**config.mk**
```make
export PLATFORM = sky130hd
export DESIGN_NAME = controle_senhas_flat
export DESIGN_NICKNAME = d
export VERILOG_FILES = /design/src/rtl/controle_senhas_pkg.sv /design/src/rtl/controle_senhas_if.sv /design/src/rtl/controle_senhas_sincroniza_botao.sv /design/src/rtl/controle_senhas.sv /design/src/flat_wrapper.sv
export SDC_FILE = /design/constraint.sdc
export NUM_CORES = 1
export LEC_CHECK = 0
export ABC_AREA = 1
export CAP_MARGIN = 30
export CORE_MARGIN = 5
export CORE_UTILIZATION = 61
export DETAILED_ROUTE_END_ITERATION = 7
export PLACE_DENSITY = 0.95
export SYNTH_ARGS = -nofsm -noshare
export SYNTH_HDL_FRONTEND = slang
export SYNTH_SLANG_ARGS = --single-unit
export TNS_END_PERCENT = 1
```
**constraint.sdc**
```tcl
create_clock -name CLOCK -period 3.25 [get_ports CLOCK]
set_clock_uncertainty 0.1 [all_clocks]
set_input_delay 0.325 -clock CLOCK [delete_from_list [all_inputs] [get_ports CLOCK]]
set_output_delay 0.325 -clock CLOCK [all_outputs]
set_load 0.02 [all_outputs]
```
**src/rtl/controle_senhas_pkg.sv**
```systemverilog
// Shared types and constants for the bomb-clock game controller.
package pacote_senhas;

    typedef enum logic [2:0] {
        OCIOSO,
        FASE_A,
        FASE_B,
        DESARMADA_S,
        EXPLODIDA
    } estado_t;

    localparam logic [7:0] LFSR_SEMENTE = 8'hA5;
    // x^8+x^6+x^5+x^4+1 -> taps on bits 7,5,4,3 of a left-shifting register
    localparam logic [7:0] LFSR_TAPS    = 8'b1011_1000;

    function automatic logic [7:0] lfsr_passo(input logic [7:0] s);
        return {s[6:0], ^(s & LFSR_TAPS)};
    endfunction

endpackage

```
**src/rtl/controle_senhas_if.sv**
```systemverilog
// Player-side and display-side signals of the game controller.
interface controle_senhas_if;
    logic       ENABLE;
    logic       START;
    logic       ENTER;
    logic [3:0] TENTATIVA;
    logic [3:0] A;
    logic [2:0] B;
    logic       ACERTOU_SENHA_A;
    logic       DESARMADA;
    logic       EXPLODIU;
    logic       ENTER_VALIDO;
    logic [3:0] TENTATIVAS_RESTANTES;

    modport master (
        output ENABLE, START, ENTER, TENTATIVA,
        input  A, B, ACERTOU_SENHA_A, DESARMADA, EXPLODIU, ENTER_VALIDO,
               TENTATIVAS_RESTANTES
    );

    modport slave (
        input  ENABLE, START, ENTER, TENTATIVA,
        output A, B, ACERTOU_SENHA_A, DESARMADA, EXPLODIU, ENTER_VALIDO,
               TENTATIVAS_RESTANTES
    );
endinterface

```
**src/rtl/controle_senhas_sincroniza_botao.sv**
```systemverilog
// Pushbutton conditioning: 2-flop synchronizer, stable-high counter, one pulse per press.
module sincroniza_botao #(
    parameter int DEBOUNCE_CICLOS = 50000
) (
    input  logic CLOCK,
    input  logic RESET,
    input  logic BOTAO,
    output logic PULSO
);
    localparam int CW = $clog2(DEBOUNCE_CICLOS + 1);
    localparam logic [CW-1:0] ULTIMO = CW'(DEBOUNCE_CICLOS - 1);

    logic          s1, s2;
    logic          armado;
    logic [CW-1:0] cont;

    // armado drops after the pulse and only returns on a synchronized low sample
    always_ff @(posedge CLOCK or negedge RESET) begin
        if (!RESET) begin
            s1     <= 1'b0;
            s2     <= 1'b0;
            armado <= 1'b1;
            cont   <= '0;
            PULSO  <= 1'b0;
        end else begin
            s1 <= BOTAO;
            s2 <= s1;
            if (!s2) begin
                armado <= 1'b1;
                cont   <= '0;
                PULSO  <= 1'b0;
            end else if (armado && cont == ULTIMO) begin
                armado <= 1'b0;
                PULSO  <= 1'b1;
            end else begin
                if (armado) cont <= cont + 1'b1;
                PULSO <= 1'b0;
            end
        end
    end
endmodule

```
**src/rtl/controle_senhas.sv**
```systemverilog
// Bomb-clock game control: secret draw, attempt judging, phase/attempt tracking.
module controle_senhas
    import pacote_senhas::*;
#(
    parameter int MAX_TENTATIVAS  = 8,
    parameter int DEBOUNCE_CICLOS = 50000
) (
    input  logic               CLOCK,
    input  logic               RESET,
    controle_senhas_if.slave   io
);
    localparam logic [3:0] MAX = 4'(MAX_TENTATIVAS);

    estado_t    estado, estado_n;
    logic [7:0] lfsr;
    logic [3:0] a_q, a_n;
    logic [2:0] b_q, b_n;
    logic [3:0] rest_q, rest_n;
    logic       acertou_q, acertou_n;
    logic       desarm_q, explod_q;
    logic       enter_valido;
    logic       acerto;

    sincroniza_botao #(.DEBOUNCE_CICLOS(DEBOUNCE_CICLOS)) u_enter (
        .CLOCK (CLOCK),
        .RESET (RESET),
        .BOTAO (io.ENTER),
        .PULSO (enter_valido)
    );

    always_ff @(posedge CLOCK or negedge RESET) begin
        if (!RESET) begin
            estado    <= OCIOSO;
            lfsr      <= LFSR_SEMENTE;
            a_q       <= '0;
            b_q       <= '0;
            rest_q    <= MAX;
            acertou_q <= 1'b0;
            desarm_q  <= 1'b0;
            explod_q  <= 1'b0;
        end else begin
            estado    <= estado_n;
            lfsr      <= lfsr_passo(lfsr);
            a_q       <= a_n;
            b_q       <= b_n;
            rest_q    <= rest_n;
            acertou_q <= acertou_n;
            desarm_q  <= (estado_n == DESARMADA_S);
            explod_q  <= (estado_n == EXPLODIDA);
        end
    end

    // phase B only looks at the low three switches
    assign acerto = (estado == FASE_A) ? (io.TENTATIVA == a_q)
                                       : (io.TENTATIVA[2:0] == b_q);

    always_comb begin
        estado_n  = estado;
        a_n       = a_q;
        b_n       = b_q;
        rest_n    = rest_q;
        acertou_n = acertou_q;
        case (estado)
            OCIOSO: begin
                if (io.ENABLE && io.START) begin
                    a_n      = lfsr[3:0];
                    b_n      = lfsr[6:4];
                    rest_n   = MAX;
                    estado_n = FASE_A;
                end
            end
            FASE_A, FASE_B: begin
                if (io.ENABLE && enter_valido) begin
                    if (acerto) begin
                        rest_n = MAX;
                        if (estado == FASE_A) begin
                            acertou_n = 1'b1;
                            estado_n  = FASE_B;
                        end else begin
                            estado_n  = DESARMADA_S;
                        end
                    end else if (rest_q == 4'd1) begin
                        rest_n   = 4'd0;
                        estado_n = EXPLODIDA;
                    end else begin
                        rest_n = rest_q - 4'd1;
                    end
                end
            end
            DESARMADA_S, EXPLODIDA: begin
                if (io.ENABLE && io.START) begin
                    acertou_n = 1'b0;
                    estado_n  = OCIOSO;
                end
            end
            default: estado_n = OCIOSO;
        endcase
    end

    always_comb begin
        io.A                    = a_q;
        io.B                    = b_q;
        io.ACERTOU_SENHA_A      = acertou_q;
        io.DESARMADA            = desarm_q;
        io.EXPLODIU             = explod_q;
        io.ENTER_VALIDO         = enter_valido;
        io.TENTATIVAS_RESTANTES = rest_q;
    end
endmodule

```
**src/flat_wrapper.sv**
```systemverilog
// flat-port wrapper written by rule: the top's interface ports become plain ports
module controle_senhas_flat import pacote_senhas::*;
#(
    parameter int MAX_TENTATIVAS  = 8,
    parameter int DEBOUNCE_CICLOS = 50000
)
  (CLOCK, RESET, io_ENABLE, io_START, io_ENTER, io_TENTATIVA, io_A, io_B, io_ACERTOU_SENHA_A, io_DESARMADA, io_EXPLODIU, io_ENTER_VALIDO, io_TENTATIVAS_RESTANTES);
  controle_senhas_if io_i ();
  input  logic CLOCK;
  input  logic RESET;
  input wire logic [$bits(io_i.ENABLE)-1:0] io_ENABLE;
  input wire logic [$bits(io_i.START)-1:0] io_START;
  input wire logic [$bits(io_i.ENTER)-1:0] io_ENTER;
  input wire logic [$bits(io_i.TENTATIVA)-1:0] io_TENTATIVA;
  output wire logic [$bits(io_i.A)-1:0] io_A;
  output wire logic [$bits(io_i.B)-1:0] io_B;
  output wire logic [$bits(io_i.ACERTOU_SENHA_A)-1:0] io_ACERTOU_SENHA_A;
  output wire logic [$bits(io_i.DESARMADA)-1:0] io_DESARMADA;
  output wire logic [$bits(io_i.EXPLODIU)-1:0] io_EXPLODIU;
  output wire logic [$bits(io_i.ENTER_VALIDO)-1:0] io_ENTER_VALIDO;
  output wire logic [$bits(io_i.TENTATIVAS_RESTANTES)-1:0] io_TENTATIVAS_RESTANTES;
  assign io_i.ENABLE = io_ENABLE;
  assign io_i.START = io_START;
  assign io_i.ENTER = io_ENTER;
  assign io_i.TENTATIVA = io_TENTATIVA;
  assign io_A = io_i.A;
  assign io_B = io_i.B;
  assign io_ACERTOU_SENHA_A = io_i.ACERTOU_SENHA_A;
  assign io_DESARMADA = io_i.DESARMADA;
  assign io_EXPLODIU = io_i.EXPLODIU;
  assign io_ENTER_VALIDO = io_i.ENTER_VALIDO;
  assign io_TENTATIVAS_RESTANTES = io_i.TENTATIVAS_RESTANTES;
  controle_senhas #(.MAX_TENTATIVAS(MAX_TENTATIVAS), .DEBOUNCE_CICLOS(DEBOUNCE_CICLOS)) u_core (.CLOCK(CLOCK), .RESET(RESET), .io(io_i));
endmodule
```
Word-level counts from Yosys, hierarchy flattened
Index checks and enable logic that the tools add are counted.
{ "op_classes": {"n_addsub": 2, "eq_ne": 18, "muxes": 25, "n_reduce_logical": 13} }
{ "op_table": {"columns": ["operator", "n"], "rows": [
  ["$mux W16", 3],
  ["$add A16 B1 Y16 const B", 1],
  ["$eq A16 B16 Y1 const B", 1],
  ["$mux W4", 4],
  ["$mux W3", 5],
  ["$ne A2 B1 Y1 const B", 7],
  ["$mux W1", 10],
  ["$eq A3 B2 Y1 const B", 3],
  ["$pmux W3 S3", 1],
  ["$pmux W4 S2", 1],
  ["$reduce_xor A8 Y1", 1],
  ["$eq A3 B3 Y1 const B", 2],
  ["$reduce_and A5 Y1", 1],
  ["$eq A4 B1 Y1 const B", 1],
  ["$eq A4 B4 Y1", 1],
  ["$reduce_and A2 Y1", 2],
  ["$reduce_bool A2 Y1", 2],
  ["$reduce_or A2 Y1", 2],
  ["$sub A4 B1 Y4 const B", 1],
  ["$eq A3 B1 Y1 const B", 1],
  ["$eq A3 B3 Y1", 1],
  ["$logic_and A1 B1 Y1", 3],
  ["$logic_not A3 Y1", 1],
  ["$reduce_and A3 Y1", 1],
  ["2 further kinds", 2]
]} }
{ "totals": {"regBits": 45, "inputBits": 9, "out_inout_bits": 15, "elab_cells": 71} }

Longest topological paths before layout
{ "depth": {"word_depth": 6, "depth_mapped": 12, "depth_no_buf": 12} }

Hierarchy
Synthesis repeated with hierarchy kept, for this count alone.
{ "unflattened": {"hier_cells": 305, "hier_area_um2": 2438.6} }
{ "modules_own_cells": {"columns": ["module", "instances", "cells_per_inst", "area_each_um2", "seq_area_each_um2"], "rows": [
  ["controle_senhas", 1, 144, 1249.9, 631.9],
  ["sincroniza_botao", 1, 161, 1188.6, 501.7]
]} }

Worst setup path after synthesis
OpenSTA, ideal clock, no wires.
{ "synth_path": {"kind": "register to register", "from": "register u_core.u_enter.cont[0]", "to": "register u_core.u_enter.cont[14]", "setup_time_ns": 0.116, "arrival_ns": 1.422, "required_time_ns": 3.034, "path_slack_ns": 1.611, "stages_incl_launch_ff": 10, "n_path_buf": 1, "synth_period_minus_slack_ns": 1.639, "path_cell_list": "dfrtp_1 > ha_1 > nand3_1 > nor2_1 > nand2_1 > a21oi_4 > inv_2 > buf_6 > nand2_1 > nand2_1"} }
{ "synth_between": {"elab_chain_cells": 4, "elab_cells_between_ends": 8, "classes_between": "add/sub: 1; eq/ne: 2; mux: 3; reduce/logical: 2"} }
{ "synth_lines": {"columns": ["element", "line_no", "source"], "rows": [
  ["start: declaration", "controle_senhas_sincroniza_botao.sv:15", "logic [CW-1:0] cont;"],
  ["start signal: assignment", "controle_senhas_sincroniza_botao.sv:36", "if (armado) cont <= cont + 1'b1;"],
  ["$add A16 B1 Y16 / $eq A16 B16 Y1 (equally long branches)", "controle_senhas_sincroniza_botao.sv:36, controle_senhas_sincroniza_botao.sv:32", null],
  ["$mux W16 / $logic_and A1 B1 Y1 (equally long branches)", "controle_senhas_sincroniza_botao.sv:36, controle_senhas_sincroniza_botao.sv:32", null],
  ["$mux W16 / $ne A2 B2 Y1 (equally long branches)", null, null],
  ["$mux W16 / $reduce_and A2 Y1 (equally long branches)", null, null]
]} }
Several ways; a longest one is shown, not always the timed one. The select of a mux whose other input is x is not followed.
A chain may end at the register's enable or synchronous reset.

Worst setup path in the final report
{ "layout_path": {"from": "register u_core.u_enter.cont[0]", "to": "register u_core.u_enter.cont[0]"} }
The elaborated chain is that of the path after synthesis.

==> out/results.txt <==
Slew Viols, Final - 0
Iteration-0 DRC Markers - 146
Worst-Margin Slew - 523 ps
Clock root buffer - clkbuf_8
Initial antenna violation count - 0
Post-synthesis sequential area ratio - 0.480
Total number of vias - 2070
Final hold violation count - 0
Port bufs - 23
Fraction of layout cells with a size suffix above 1 - 0.0876
HPWL Detailed - 3820 um
Die Wd - 72.2 um
WP data arrival - 2140 ps
Leak - 1.34 nW
Global-route wire length before repair - 8580 um
CP Capture Type - flip-flop
Vias in the first global route - 1968
Layout Nets - 342
Status - complete, no violations
Setup TNS - 0 ps
Starting Density - 0.636
Hold Slack - 254 ps
# setup viols final - 0
GRT Util Overall - 0.210
Top layer used by detailed routing - met4
Post-route DRC violation count - 0
Clock Pin Slew Worst Setup and Hold Paths - 90 ps
FP Rows - 22
Vias per inst - 5.46
Adder-Cell Fraction of Synth Area - 0.0159
Die Y - 72.2 um
Achievable Freq - 489 MHz
Gr ovfl total - 0
Setup repair after global routing missed its margin - false
Total Power - 1.51 mW
Post-synthesis mux area share - 0.00953
Max FO, Critical Path - 17
Startpoint Class - flip-flop
GPL Wtd Cong - 0.885
WS Path Type - flip-flop to flip-flop
Worst path required time - 3350 ps
Post-cts sizing count - 0
Pwr dens - 552 mW/mm2
Post-synthesis simple-gate area fraction - 0.292
Post-route minimum period - 2040 ps
Routed length on met3 - 326 um
Post-synthesis xor/xnor area fraction - 0.0667
Area grow syn2layout - 15.9%
Core Box Area - 0.00372 mm2
H-tree levels - 2
FILL cells - 287
Compound-Gate Fraction of Synth Area - 0.0614
VDD IR max - 0.338 mV
Die area - 0.00522 mm2
Max-cap violations - 0
Max_slew headroom - 0.650
Final worst path period share - 0.629
Clk sink count - 45
CTS buffer count - 5
Syn Nets - 315
Cell variety after synth - 26
Mapped cell area - 0.00236 mm2
Met2 routed WL - 2700 um
Clock Path Buffers - 2
Synth Warn # - 0
CTS tree - yes
Largest net degree at the start of global routing - 46
Syn avg cell area - 7.80 um2
Post CTS Setup Buffer Count - 0
DRT antenna net count - 0
HP Class - flip-flop to flip-flop
Mapped Cells - 303
Routed length per instance - 13.9 um
# IOs - 24
Diode count - 0
Largest family of logic cells by synthesized area - simple AND/OR/NAND/NOR gates
WL final - 5270 um
Yosys reg bits - 45
Latest clock arrival within the worst-skew pair - 300 ps
M1 WL - 2120 um
DRT Pass-1 Iters - 4
[kinds of logic after synthesis]
| group | after synthesis |
|---|---|
| fa+ha+maj | 3 |
| mux | 2 |
| compound gates | 24 |
| xor+xnor | 18 |
| simple gates | 167 |
| buf+inv | 44 |
| flops | 45 |
[worst max-delay path, cell delays in order (launching register included)]
cell     delay, ps
dfrtp_1        380
ha_1           220
nand3_1        170
nor2_1         130
nand2_1         90
a21oi_4        390
inv_2          240
nand3_1        150
o21ai_2         60
[layout make-up]
| type | instances | area [um2] | area share |
|---|---|---|---|
| Sequential cell | 45 | 1130 | 0.414 |
| Tap cell | 48 | 60.1 | 0.0219 |
| Multi-Input combinational cell | 214 | 1050 | 0.384 |
| Clock buffer | 5 | 68.8 | 0.0251 |
| Clock inverter | 3 | 21.3 | 0.00777 |
| Timing Repair Buffer | 25 | 255 | 0.0932 |
| Inverter | 39 | 146 | 0.0535 |
[registers in the layout, summed over array words and instances, names as in the netlist, 3 cells and up]
| signal | count |
|---|---|
| u_core.estado | 3 |
| u_core.lfsr | 8 |
| u_core.io.B | 3 |
| u_core.io.A | 4 |
| u_core.u_enter.cont | 16 |
| u_core.io.TENTATIVAS_RESTANTES | 4 |
[metal layers]
layer  track usage  up-vias
met3        0.0526       13
met1         0.251      968
met4        0.0898        0
li1              -     1009
met2         0.357       80
met5             0        -
[synth_stat cells]
library cell	instances	area, um2
xor2_1	11	96.3
o21ai_1	7	35.0
nand4_1	7	43.8
o21ai_2	3	26.3
nor3_1	5	25.0
or2_2	1	6.26
inv_2	6	22.5
dfstp_2	6	158
mux2_2	2	22.5
and2_1	1	6.26
o21ai_0	3	15.0
nand3_1	25	125
inv_1	32	120
buf_4	1	7.51
dfrtp_1	39	976
a21oi_1	8	40.0
a31oi_1	2	12.5
buf_6	1	11.3
clkbuf_1	3	11.3
clkinv_1	1	3.75
a21oi_4	1	16.3
nor2_1	40	150
nor4_1	1	6.26
nand2_1	87	327
ha_1	3	37.5
xnor2_1	7	61.3
[layout by cell type (no fill, tap or decap)]
cell type        count
and2_1               1
inv_1               32
dfstp_2              6
clkinvlp_4           1
nand2_1             87
xor2_1              11
clkinv_2             1
inv_2                6
nand4_1              7
buf_2                1
dfrtp_1             39
nand3_1             25
o21ai_0              3
nor4_1               1
buf_12               1
clkinv_1             1
nor3_1               5
clkbuf_8             5
or2_2                1
o21ai_2              3
nor2_1              40
a21oi_4              1
dlygate4sd3_1        1
mux2_2               2
o21ai_1              7
clkdlybuf4s50_1     22
a21oi_1              8
inv_6                1
a31oi_1              2
xnor2_1              7
ha_1                 3
[report_power, final]
part	switching (mW)	internal, mW
sequential	0.0541	0.620
combinational	0.295	0.195
clock	0.196	0.153
total	0.544	0.967
[metrics by stage]
step | cells | area, um2 | setup WS [ps] | util
4_1_cts | 377 | 2710 | 1230 | 0.729
6_report | 379 | 2740 | 1210 | 0.737
2_1_floorplan | 303 | 2360 | 1610 | -
3_5_place_dp | 369 | 2620 | 1240 | 0.704
5_1_grt | 379 | 2740 | 1000 | 0.737
3_3_place_gp | 369 | 2620 | 1290 | 0.704
[worst paths after layout]
kind,start,endpoint,slack [ps],depth (start not counted)
min in group asynchronous,RESET,u_core.io.A[3],260,2
max in group asynchronous,RESET,u_core.io.TENTATIVAS_RESTANTES[3],2300,3
max,u_core.u_enter.cont[0],u_core.u_enter.cont[0],1210,8
min reg2reg,u_core.u_enter.s1,u_core.u_enter.s2,250,0
min,u_core.u_enter.s1,u_core.u_enter.s2,250,0
max reg2reg,u_core.u_enter.cont[0],u_core.u_enter.cont[0],1210,8
[what timing repair did]
action                                  4_1_cts  5_1_grt
endpoints found under the setup margin        0        0
hold buffers                                  0        1
endpoints found under the hold margin         0       40
No activity file was read; power rests on OpenSTA's default activity.
